[src/rtl/hazard_pkg.sv]
// hazard_pkg: shared types and constants for the load-use / branch hazard controller
package hazard_pkg;

    typedef enum logic {
        RUN   = 1'b0,
        STALL = 1'b1
    } state_t;

    localparam logic [4:0] XZR_REG       = 5'd31;
    localparam int         LU_STALL_MIN  = 1;
    localparam int         LU_STALL_MAX  = 3;

endpackage

[src/rtl/hazard_cmp.sv]
// hazard_cmp: combinational load-use hazard detect between ID sources and EX load destination
// Ports:
//   valid_ID               ID holds a real instruction
//   rn_ID, rm_ID           ID source registers
//   rn_used_ID, rm_used_ID source actually read
//   rd_EX                  EX destination register
//   lw_EX                  EX instruction is a load
//   hazard                 ID must wait for the EX load result
module hazard_cmp
    import hazard_pkg::*;
(
    input  logic       valid_ID,
    input  logic [4:0] rn_ID,
    input  logic [4:0] rm_ID,
    input  logic       rn_used_ID,
    input  logic       rm_used_ID,
    input  logic [4:0] rd_EX,
    input  logic       lw_EX,
    output logic       hazard
);

    logic w_rn_hit;
    logic w_rm_hit;

    assign w_rn_hit = rn_used_ID && (rn_ID == rd_EX);
    assign w_rm_hit = rm_used_ID && (rm_ID == rd_EX);
    // XZR reads as zero, so a load "into" it never produces a value to wait for
    assign hazard   = valid_ID && lw_EX && (rd_EX != XZR_REG) && (w_rn_hit || w_rm_hit);

endmodule

[src/rtl/pipe_hazard_ctrl.sv]
// pipe_hazard_ctrl: load-use stall and taken-branch flush control for a 5-stage pipeline
// Parameter LU_STALL_CYCLES (1..3): bubbles inserted per load-use hazard.
// Optional macro HAZ_PERF_CNT_EN adds saturating stall_count / flush_count outputs.
// Ports:
//   clk, reset             clock, synchronous active-high reset
//   valid_ID, rn_ID, rm_ID, rn_used_ID, rm_used_ID   ID-stage operand info
//   rd_EX, lw_EX           EX-stage load destination
//   branch_taken_EX        EX resolved a taken branch this cycle
//   pc_hold, if_id_hold    freeze PC and IF/ID
//   if_id_flush            IF/ID loads a NOP
//   id_ex_bubble           ID/EX loads all-zero controls
//   stall_count, flush_count   (HAZ_PERF_CNT_EN only) event counters
module pipe_hazard_ctrl
    import hazard_pkg::*;
#(
    parameter int LU_STALL_CYCLES = 1
) (
    input  logic       clk,
    input  logic       reset,
    input  logic       valid_ID,
    input  logic [4:0] rn_ID,
    input  logic [4:0] rm_ID,
    input  logic       rn_used_ID,
    input  logic       rm_used_ID,
    input  logic [4:0] rd_EX,
    input  logic       lw_EX,
    input  logic       branch_taken_EX,
    output logic       pc_hold,
    output logic       if_id_hold,
    output logic       if_id_flush,
    output logic       id_ex_bubble
`ifdef HAZ_PERF_CNT_EN
    ,
    output logic [31:0] stall_count,
    output logic [31:0] flush_count
`endif
);

    if (LU_STALL_CYCLES < LU_STALL_MIN || LU_STALL_CYCLES > LU_STALL_MAX) begin : g_bad_param
        $error("LU_STALL_CYCLES out of range");
    end

    // the first bubble is issued from RUN, so STALL only covers the remainder
    localparam logic [1:0] STALL_INIT = 2'(LU_STALL_CYCLES - 1);

    state_t     r_state;
    logic [1:0] r_cnt;
    logic       w_hazard;
    logic       w_run;
    logic       w_stall;
    logic       w_flush;

    hazard_cmp u_cmp (
        .valid_ID   (valid_ID),
        .rn_ID      (rn_ID),
        .rm_ID      (rm_ID),
        .rn_used_ID (rn_used_ID),
        .rm_used_ID (rm_used_ID),
        .rd_EX      (rd_EX),
        .lw_EX      (lw_EX),
        .hazard     (w_hazard)
    );

    // a taken branch kills the held ID instruction anyway, so it overrides any stall
    assign w_run        = !reset && !branch_taken_EX;
    assign w_stall      = w_run && ((r_state == STALL) || w_hazard);
    assign w_flush      = !reset && branch_taken_EX;
    assign pc_hold      = w_stall;
    assign if_id_hold   = w_stall;
    assign if_id_flush  = w_flush;
    assign id_ex_bubble = w_stall || w_flush;

    always_ff @(posedge clk) begin
        if (reset || branch_taken_EX) begin
            r_state <= RUN;
            r_cnt   <= 2'd0;
        end else if (r_state == STALL) begin
            r_cnt   <= r_cnt - 2'd1;
            r_state <= (r_cnt == 2'd1) ? RUN : STALL;
        end else if (w_hazard && STALL_INIT != 2'd0) begin
            r_state <= STALL;
            r_cnt   <= STALL_INIT;
        end
    end

`ifdef HAZ_PERF_CNT_EN
    logic [31:0] r_stall_cnt;
    logic [31:0] r_flush_cnt;

    always_ff @(posedge clk) begin
        if (reset) begin
            r_stall_cnt <= '0;
            r_flush_cnt <= '0;
        end else begin
            if (w_stall && r_stall_cnt != '1) r_stall_cnt <= r_stall_cnt + 32'd1;
            if (w_flush && r_flush_cnt != '1) r_flush_cnt <= r_flush_cnt + 32'd1;
        end
    end

    assign stall_count = r_stall_cnt;
    assign flush_count = r_flush_cnt;
`endif

endmodule

[config.mk]
export PLATFORM = sky130hd
export DESIGN_NAME = pipe_hazard_ctrl
export DESIGN_NICKNAME = d
export VERILOG_FILES = /design/src/rtl/hazard_pkg.sv /design/src/rtl/hazard_cmp.sv /design/src/rtl/pipe_hazard_ctrl.sv
export SDC_FILE = /design/constraint.sdc
export NUM_CORES = 1
export LEC_CHECK = 0
export ABC_AREA = 1
export CORE_AREA = 2 2 39 41
export CTS_CLUSTER_DIAMETER = 150
export DETAILED_ROUTE_END_ITERATION = 7
export DIE_AREA = 0 0 41 43
export PLACE_DENSITY = 0.66
export SLEW_MARGIN = 0
export SYNTH_ARGS = -nofsm -noshare
export SYNTH_HDL_FRONTEND = slang
export SYNTH_SLANG_ARGS = --single-unit
[constraint.sdc]
create_clock -name clk -period 1.4 [get_ports clk]
set_input_delay 0.28 -clock clk [delete_from_list [all_inputs] [get_ports clk]]
set_output_delay 0.28 -clock clk [all_outputs]
set_load 0.02 [all_outputs]
==> results.cfg <==
[floorplan]
rows = 14
die_h_um = 43
start_util = 0.264
die_area_um2 = 1760
die_w_um = 41
num_io_pins = 26
coreArea_um2 = 1380

[yosys]
yosys_warnings = 0
synth_fa_ha_area_frac = 0.0342
avgSynthCellArea_um2 = 4.74
synthSimpleGateAreaFrac = 0.568
mappedNetlistArea_um2 = 365
synth_compound_area_frac = 0.0137
synth.top_cells.by_area = nand2_1 (34%), dfxtp_1 (16%), nor2_1 (13%)
synth-seq-cells = 3
synthCells = 77
synth-xor-area-share = 0.0240
syn_nets = 100
muxShareOfSynthArea = 0
synth_top_family_by_area = simple AND/OR/NAND/NOR gates
yosysSeqAreaShare = 0.164
synth_top_area_frac = 0.339
synth_top_area_cell = nand2_1
synth_cell_types = 12

[worst_setup_path]
path_buf_inv = 3
endpoint = pc_hold
crit_slowest_cell = buf_4
critical-path-max-stage-delay_ns = 0.13
r2r_slack_ns = 0.49
critPathLaunch = rd_EX[2]
path_class = in2out
crit_chain = buf_4 -> buf_4 -> nand3_2 -> nor3_4 -> nor3_4 -> nand2_2 -> nand2_2 -> buf_6
reg2reg_depth = 4
cp_top_family = simple AND/OR/NAND/NOR gates
cp.arrival_ns = 1.05
r2r_end = r_cnt[1]$_SDFFE_PN0P_
end_kind = output pin
crit_fanout = 4
path_depth = 8
critPathRequiredTime_ns = 1.12
reg2reg_from = r_cnt[1]$_SDFFE_PN0P_
start_kind = input pin

[route]
met3_length_um = 68
first_pass_iters = 4
routed-via-count = 520
drt_iter0_drc = 3
drt-met1-wl_um = 396
routed_wl_um = 954
via_per_inst = 4.16
wl_per_cell_um = 7.63
highest_layer = met3
drc_errors = 0
wl_met2_um = 490
drtAntennaViolNets = 0

[global_route]
grt_max_degree = 5
grt_overflow = 0
grt_pass1_vias = 468
antenna_found_initial = 0
grt.total_usage = 0.134
grt_first_pass_wirelength_um = 1680

[placed_design]
routabilityCongestion = 0.703
hpwl_um = 813
dp_cells = 121
portBuffers = 25
placed_area_um2 = 658
pre_cts_ws_ns = -0.874

[power]
power.density_nw_per_um2 = 525
leakage_nw = 0.423
ir_drop_mv = 0.248
finalPower_mw = 0.369

[clock_tree]
cts_hold_buffers = 0
clk_latency_ns = 0.23
htree_levels = 1
cts_tree = yes
cts_num_sinks = 3
cts-buffers-inserted = 3
clockBufferDepth = 2
cts-root-buf = clkbuf_4
cts.clk_slew.worst_paths_ns = 0.03
cts_setup_buffers = 0

[sta]
rsz0062_at_grt = false
fmax_mhz = 752
period_needed_ns = 1.33
timing.setup.tns_ns = 0
finalCritPeriodShare = 0.950
worstMarginPinSlew_ns = 0.166
final.setup.worst_slack_ns = 0.0697
finalSetupViolations = 0
slew_headroom = 0.889
final_hold_viol_count = 0
whs_ns = 0.450
slew_violations = 0
fin_skew_ns = 0.000476

[outcome]
status = completed

[cells_and_area]
areaGrowthSynthToFinish_pct = 92.5
stdcell_area_um2 = 703
final_cell_mix = nand2_1 (27), nor2_1 (13), inv_1 (8), buf_6 (8)
layout-drive-gt1-share = 0.431
diodes = 0
final_common_cell = nand2_1
post-route-util = 0.508
layout.nets = 133
instances_no_fill = 125

[worst_hold_path]
hold_class = in2reg

[job]
drv_cap = 0
worst min-delay path by stage:
stage                                     start                     to  slack [ns]  depth (start not counted)
after floorplan           r_cnt[0]$_SDFFE_PN0P_  r_cnt[0]$_SDFFE_PN0P_        0.49                          2
after global placement       r_state$_SDFF_PP0_     r_state$_SDFF_PP0_        0.50                          2
after detailed placement     r_state$_SDFF_PP0_     r_state$_SDFF_PP0_        0.51                          2
after CTS                    r_state$_SDFF_PP0_     r_state$_SDFF_PP0_        0.53                          2
after global routing                      reset  r_cnt[0]$_SDFFE_PN0P_        0.47                          5
final                                     reset  r_cnt[0]$_SDFFE_PN0P_        0.45                          5
sequential cells by signal, indices dropped and copies added, names as in the netlist:
name / flops
r_cnt: 2
r_state: 1
per-layer routing:
metal,vias up,track usage
met5,-,0
met4,0,0.0600
met3,0,0.0157
met2,16,0.206
met1,217,0.179
li1,287,-
worst reg2reg max path, delay by kind of cell (launching register included):
kind / cells / cell delay [ns]
buffers and inverters: 1 / 0.05
AO/OA/AOI/OAI: 1 / 0.14
adder cells (fa/ha/maj): 1 / 0.27
flip-flops: 1 / 0.29
AND/OR/NAND/NOR: 1 / 0.05
kinds of logic (layout without fill, tap and decap cells):
group	after synthesis	after routing
and+or+nand+nor	53	53
AOI/OAI and AO/OA	1	1
xor gates and xnor gates	1	1
adders and majority gates	1	1
DFF	3	3
buffers and inverters	18	50
cells in the mapped netlist:
master,instances
dfxtp_1,3
buf_4,1
clkinv_1,2
nor3_1,2
nand3_1,5
nand2_1,33
nor2_1,13
inv_1,10
a21oi_1,1
ha_1,1
inv_2,5
xnor2_1,1
cell type report:
type	instances	area [um2]
clock buffer	4	26.3
fill	159	681
inverter	17	70.1
multi-input combinational	56	287
sequential	3	60.1
tap	16	20.0
timing repair buffer	29	240
power breakdown:
group	internal, mW	switching (mW)	total, mW	leakage [nW]
registers	0.0860	0	0.0860	0.0241
logic	0.0708	0.0643	0.135	0.384
clock network	0.107	0.0413	0.148	0.0150
total	0.263	0.106	0.369	0.423
repair_timing:
action	4_1_cts	5_1_grt
gates resized for setup	83	33
pin swaps	22	15
cloned	0	0
endpoints found under the setup margin	4	3
Power figures use the tool's default switching activity.
